File: src/rtl/i2c_master_controller.sv
// I2C register-access master: one-byte register write or read per request.
// Bit time is four quarters of CLK_DIV clocks; SCL is low in Q0/Q1.
`timescale 1ns/1ps
module i2c_master_controller #(
  parameter int CLK_DIV = 4
) (
  input  logic       clk,
  input  logic       rst,
  input  logic       start,
  input  logic       rw,
  input  logic [6:0] dev_addr,
  input  logic [7:0] reg_addr,
  input  logic [7:0] wdata,
  input  logic       sda_in,
  output logic       sda_oe,
  output logic       scl_oe,
  output logic [7:0] rdata,
  output logic       busy,
  output logic       done,
  output logic       ack_err
);

  typedef enum logic [3:0] {
    S_IDLE,
    S_START,
    S_SEND_BYTE,
    S_GET_ACK,
    S_RSTART,
    S_READ_BYTE,
    S_SEND_NACK,
    S_STOP,
    S_DONE
  } state_t;

  localparam logic [7:0] LP_LAST = 8'(CLK_DIV - 1);

  state_t     r_state;
  state_t     w_next;
  logic [7:0] r_cnt;
  logic [1:0] r_q;
  logic [2:0] r_bit;
  logic [1:0] r_phase;
  logic [7:0] r_tx;
  logic [7:0] r_rx;
  logic [7:0] r_rdata;
  logic       r_nack;
  logic       r_rw;
  logic [6:0] r_dev;
  logic [7:0] r_reg;
  logic [7:0] r_wdata;
  logic       w_qend;
  logic       w_bend;
  logic       w_smp;

  assign w_qend = (r_cnt == LP_LAST);
  assign w_bend = w_qend && (r_q == 2'd3);
  assign w_smp  = w_qend && (r_q == 2'd2);
  assign rdata  = r_rdata;

  always_comb begin
    w_next  = r_state;
    sda_oe  = 1'b0;
    scl_oe  = 1'b0;
    busy    = 1'b0;
    done    = 1'b0;
    ack_err = 1'b0;
    unique case (r_state)
      S_IDLE: begin
        if (start) w_next = S_START;
      end
      S_START, S_RSTART: begin
        scl_oe = ~r_q[1];
        sda_oe = r_q[1];
        busy   = 1'b1;
        if (w_bend) w_next = S_SEND_BYTE;
      end
      S_SEND_BYTE: begin
        scl_oe = ~r_q[1];
        sda_oe = ~r_tx[7];
        busy   = 1'b1;
        if (w_bend && r_bit == 3'd7) w_next = S_GET_ACK;
      end
      S_GET_ACK: begin
        scl_oe = ~r_q[1];
        busy   = 1'b1;
        if (w_bend) begin
          if (r_nack) w_next = S_STOP;
          else if (r_phase == 2'd0) w_next = S_SEND_BYTE;
          else if (r_phase == 2'd1) w_next = r_rw ? S_RSTART : S_SEND_BYTE;
          else w_next = r_rw ? S_READ_BYTE : S_STOP;
        end
      end
      S_READ_BYTE: begin
        scl_oe = ~r_q[1];
        busy   = 1'b1;
        if (w_bend && r_bit == 3'd7) w_next = S_SEND_NACK;
      end
      S_SEND_NACK: begin
        scl_oe = ~r_q[1];
        busy   = 1'b1;
        if (w_bend) w_next = S_STOP;
      end
      S_STOP: begin
        scl_oe = ~r_q[1];
        sda_oe = (r_q != 2'd3);
        busy   = 1'b1;
        if (w_bend) w_next = S_DONE;
      end
      S_DONE: begin
        done    = 1'b1;
        ack_err = r_nack;
        w_next  = S_IDLE;
      end
      default: w_next = S_IDLE;
    endcase
  end

  always_ff @(posedge clk) begin
    if (rst) begin
      r_state <= S_IDLE;
      r_cnt   <= 8'd0;
      r_q     <= 2'd0;
      r_bit   <= 3'd0;
      r_phase <= 2'd0;
      r_tx    <= 8'd0;
      r_rx    <= 8'd0;
      r_rdata <= 8'd0;
      r_nack  <= 1'b0;
      r_rw    <= 1'b0;
      r_dev   <= 7'd0;
      r_reg   <= 8'd0;
      r_wdata <= 8'd0;
    end else begin
      r_state <= w_next;
      if (r_state == S_IDLE || r_state == S_DONE) begin
        r_cnt <= 8'd0;
        r_q   <= 2'd0;
        r_bit <= 3'd0;
      end else begin
        r_cnt <= w_qend ? 8'd0 : r_cnt + 8'd1;
        if (w_qend) r_q <= r_q + 2'd1;
        if (w_bend && (r_state == S_SEND_BYTE ||
                       r_state == S_READ_BYTE))
          r_bit <= r_bit + 3'd1;
      end
      unique case (r_state)
        S_IDLE: begin
          if (start) begin
            r_rw    <= rw;
            r_dev   <= dev_addr;
            r_reg   <= reg_addr;
            r_wdata <= wdata;
            r_nack  <= 1'b0;
            r_phase <= 2'd0;
          end
        end
        S_START: begin
          if (w_bend) begin
            r_tx    <= {r_dev, 1'b0};
            r_phase <= 2'd0;
          end
        end
        S_RSTART: begin
          if (w_bend) begin
            r_tx    <= {r_dev, 1'b1};
            r_phase <= 2'd2;
          end
        end
        S_SEND_BYTE: begin
          if (w_bend) r_tx <= {r_tx[6:0], 1'b0};
        end
        S_GET_ACK: begin
          if (w_smp) r_nack <= sda_in;
          // Next byte is loaded only when the slave acknowledged.
          if (w_bend && !r_nack) begin
            if (r_phase == 2'd0) begin
              r_tx    <= r_reg;
              r_phase <= 2'd1;
            end else if (r_phase == 2'd1 && !r_rw) begin
              r_tx    <= r_wdata;
              r_phase <= 2'd2;
            end
          end
        end
        S_READ_BYTE: begin
          if (w_smp) r_rx <= {r_rx[6:0], sda_in};
          if (w_bend && r_bit == 3'd7) r_rdata <= r_rx;
        end
        default: ;
      endcase
    end
  end

endmodule

File: config.mk
export PLATFORM = sky130hd
export DESIGN_NAME = i2c_master_controller
export DESIGN_NICKNAME = d
export VERILOG_FILES = /design/src/rtl/i2c_master_controller.sv
export SDC_FILE = /design/constraint.sdc
export NUM_CORES = 1
export LEC_CHECK = 0
export ABC_AREA = 1
export CORE_ASPECT_RATIO = 0.5
export CORE_MARGIN = 4
export CORE_UTILIZATION = 45
export CTS_CLUSTER_SIZE = 30
export DETAILED_ROUTE_END_ITERATION = 7
export GPL_TIMING_DRIVEN = 0
export HOLD_SLACK_MARGIN = 0.15
export PLACE_DENSITY = 0.66
export SLEW_MARGIN = 20
export SYNTH_ARGS = -nofsm -noshare
export SYNTH_HDL_FRONTEND = slang
export SYNTH_SLANG_ARGS = --single-unit
File: constraint.sdc
create_clock -name clk -period 3.6 [get_ports clk]
set_input_delay 0.72 -clock clk [delete_from_list [all_inputs] [get_ports clk]]
set_output_delay 0.72 -clock clk [all_outputs]
set_load 0.05 [all_outputs]
Word-level counts from Yosys, hierarchy flattened
Index checks and enable logic that the tools add are counted.
Widths: inputs -> output; s select.
{ "op_classes": {"add_sub_neg": 3, "n_eq_ne": 27, "mux": 35, "bitwise": 2, "reduce_logical": 26} }
{ "ops": {"columns": ["cell", "n"], "rows": [
  ["$mux 8", 6],
  ["$pmux 8 s4", 1],
  ["$mux 4", 7],
  ["$pmux 4 s7", 1],
  ["$ne 2x2->1 const B", 13],
  ["$eq 4x3->1 const B", 4],
  ["$mux 2", 7],
  ["$mux 3", 4],
  ["$reduce_and 6->1", 2],
  ["$add 8x1->8 const B", 1],
  ["$eq 4x2->1 const B", 2],
  ["$eq 8x2->1 const B", 1],
  ["$pmux 2 s4", 1],
  ["$reduce_bool 4->1", 2],
  ["$reduce_and 7->1", 1],
  ["$reduce_or 7->1", 1],
  ["$logic_and 1x1->1", 6],
  ["$mux 1", 6],
  ["$reduce_and 2->1", 3],
  ["$eq 2x2->1 const B", 2],
  ["$eq 4x1->1 const B", 1],
  ["$eq 4x4->1 const B", 1],
  ["$logic_not 4->1", 1],
  ["$reduce_or 2->1", 2],
  ["14 further kinds", 17]
]} }
{ "word_totals": {"ff_bits": 68, "input_bits": 28, "output_inout_bits": 13} }

Longest topological paths before layout
{ "logic_depth": {"word_depth": 6, "ltp_mapped": 12, "depth_no_buf": 11} }

Worst setup path before layout
No wires, ideal clock.
{ "synth_timing": {"path_type": "register -> output", "startpoint": "reg r_state[1]", "endpoint": "out ack_err", "arrival_ns": 1.997, "required_time_ns": 2.880, "slack_ns": 0.883, "stages_incl_launch_ff": 6, "n_path_buf": 0, "cell_sequence": "dfxtp_1 nor2_1 inv_1 nor2_2 inv_1 nor3_1"} }
{ "synth_via": {"elab_chain_len": 2} }
{ "synth_lines": {"columns": ["element", "line_no", "rtl"], "rows": [
  ["from (decl)", "37", "state_t r_state;"],
  ["from (signal assigned)", "134", "r_state <= w_next;"],
  ["$eq 4x4->1", "67", "unique case (r_state)"],
  ["$mux 1", "67", null],
  ["to (decl)", "20", "output logic ack_err"]
]} }
Every way passes these cells.

Worst setup path in the final report
Same ends and word-level chain as after synthesis.

==> impl_metrics.yaml <==
clock_tree:
  root_buffer: "clkbuf_16"
  ctsLongestPathBuffers: 2
  postCtsSetupBuffers: 0
  clk_pin_slew_ns: 0.05
  cts-resized-gates: 0
  cts_tree: "built"
  clk-insertion-delay-late_ns: 0.32
  clkSinkCount: 68
  postCtsHoldBufs: 0
  cts-buffers-inserted: 9
  htree_levels: 3
finish:
  final.fill_count: 698
  utilization: 0.582
  drive_gt1_frac: 0.0723
  syn_to_final_growth_pct: 24.9
  fin_nets: 540
  antenna_cells: 0
placement:
  place_congestion: 0.884
  hpwl_microns: 5520
  io_buffers: 40
pwr:
  cellLeakagePower_nw: 1.63
  ir_drop_uv: 316
  total_power_mw: 2.86
  p_per_area_mw_per_mm2: 730
timing:
  fin_crit_sh: 0.872
  hold_viol: 0
  hold_slack_ns: 0.442
  clock.fmax_mhz: 318
  finalClockSkew_ns: 0.00322
  tightestPinTransition_ns: 0.632
  fin_crit_ns: 3.14
  max_slew_margin: 0.577
  slew_violations: 0
  grt_setup_unrepaired: "false"
  finalSetupViolCount: 0
  setup_tns_ns: 0
critical_path:
  crit_chain: "nor2_1 -> inv_1 -> nor2_2 -> inv_1 -> nor3_1 -> clkdlybuf4s50_1"
  worstPathRequired_ns: 2.88
  critPathLaunchType: "flip-flop"
  cp_slowest_cell: "clkdlybuf4s50_1"
  cp.arrival_ns: 2.42
  cp_max_fo: 6
  worst-setup-path-type: "flip-flop to output pin"
  end_kind: "output pin"
  crit_top_cell: "inv_1"
  cpPeakStageDelay_ns: 0.83
global_route:
  first_global_vias: 2703
  grt_antenna_before_repair: 0
  grt_pass1_wl_microns: 12700
  overflow: 0
  grt_usage: 0.189
  grt_max_degree: 11
yosys:
  ys_warn_count: 0
  netlist_instances: 456
  ys_top_cells_by_area: "dfxtp_1, nand2_1, a21oi_1"
  yosys.area_share.simple: 0.310
  syn_avg_cell_area_sq_um: 6.88
  yosysSeqAreaShare: 0.434
  synthesis.area_sq_mm: 0.00314
  async_flop_share: 0
  synth_top_family_by_area: "simple AND/OR/NAND/NOR gates"
  synth.largest_area_cell: "dfxtp_1"
  synth_top_area_frac: 0.434
  ys_types: 28
  synth_compound_area_frac: 0.138
  synth-adder-area-share: 0.0200
  synth_edf_count: 0
  synthXorXnorAreaFrac: 0.00838
  synthesis.nets: 489
  synth_flop_cell: "dfxtp_1"
  synthMuxAreaShare: 0
  synth_seq_cells: 68
worst_hold_path:
  holdCritPathClass: "flip-flop to flip-flop"
drt:
  drc_errors: 0
  wl_per_cell_microns: 12.5
  wl_met3_microns: 396
  avgViaCountPerCell: 4.81
  wl_met1_microns: 3680
  vias: 2903
  antenna_left: 0
  drt_wl_total_microns: 7560
  met2_length_microns: 3410
  drt_iter0_markers: 171
  firstDrtPassIters: 4
  routed.top_layer: "met4"
run:
  drv_cap: 0
die:
  die_height_microns: 67.0
  ios: 41
  rows: 21
  start_util: 0.466
  die_x_microns: 126
  core_sq_mm: 0.00673
  die_area_sq_mm: 0.00845
outcome:
  run_status: "finished clean"
## worst paths after layout
| check | to | cells after the start | from | slack [ns] |
|---|---|---|---|---|
| worst max-delay path | ack_err | 6 | r_state[1] | 0.46 |
| worst max register to register | rdata[5] | 9 | r_cnt[0] | 1.63 |
| worst min register to register | rdata[0] | 2 | rdata[0] | 0.44 |
| worst min-delay path | rdata[0] | 2 | rdata[0] | 0.44 |
## kinds of logic (layout without fill, tap and decap cells)
| family | Yosys count | count (layout) |
|---|---|---|
| fa+ha+maj | 5 | 5 |
| flops | 68 | 68 |
| buf+inv | 71 | 127 |
| simple gates | 227 | 227 |
| compound gates | 82 | 82 |
| xor+xnor | 3 | 3 |
## per-stage QoR
step	std cells	area [sq um]	setup slack (ns)
finish	604	3920	0.460
floorplan	456	3140	0.883
global route	604	3920	0.305
CTS	604	3920	0.442
global placement	588	3650	0.807
detailed placement	588	3650	0.795
## worst max-delay path: cells and delay by family (launching register included)
family / cells / cell delay, ns
buf+inv: 3 / 1.06
flops: 1 / 0.35
simple gates: 3 / 0.69
## cell usage after synthesis, types with 2 or more instances
cell,n
a21oi_1,52
o211ai_1,4
inv_1,52
nand2_4,2
nor2_1,66
nand4_1,7
nand3_1,35
clkbuf_1,7
xor2_1,3
inv_2,4
o21ai_0,21
dfxtp_1,68
nand2_2,3
nor2_2,4
buf_2,7
nand2_1,101
ha_1,5
nor3_1,5
## layout make-up
type	instances	area (sq um)	area share
Multi-Input combinational cell	317	1490	0.381
Sequential cell	68	1360	0.348
Timing Repair Buffer	40	400	0.102
Clock buffer	14	254	0.0649
Inverter	56	210	0.0537
Tap cell	92	115	0.0294
Buffer	15	72.6	0.0185
Clock inverter	2	10.0	0.00256
## report_power, final
group,total [mW],leakage [nW],switching [mW],internal (mW)
clock network,0.780,0.131,0.297,0.483
registers,0.973,0.554,0.0844,0.889
logic,1.10,0.948,0.730,0.373
total,2.86,1.63,1.11,1.74
## per-layer routing
metal	vias up	GRT usage
met1	1281	0.245
met5	-	0
met4	0	0.0481
met3	6	0.0528
met2	51	0.313
li1	1565	-
## placed cells by master (no fill, tap or decap), types with 4 or more instances in the layout
master | Yosys | layout
nor2_1 | 66 | 66
o21ai_0 | 21 | 21
dfxtp_1 | 68 | 68
clkdlybuf4s50_1 | 0 | 40
nor3_1 | 5 | 5
clkbuf_1 | 7 | 11
a21oi_1 | 52 | 52
clkbuf_16 | 0 | 9
nand2_1 | 101 | 101
nor2_2 | 4 | 4
buf_2 | 7 | 7
nand4_1 | 7 | 7
o211ai_1 | 4 | 4
inv_1 | 52 | 52
nand3_1 | 35 | 35
inv_2 | 4 | 4
ha_1 | 5 | 5
(Power assumes the default switching activity.)
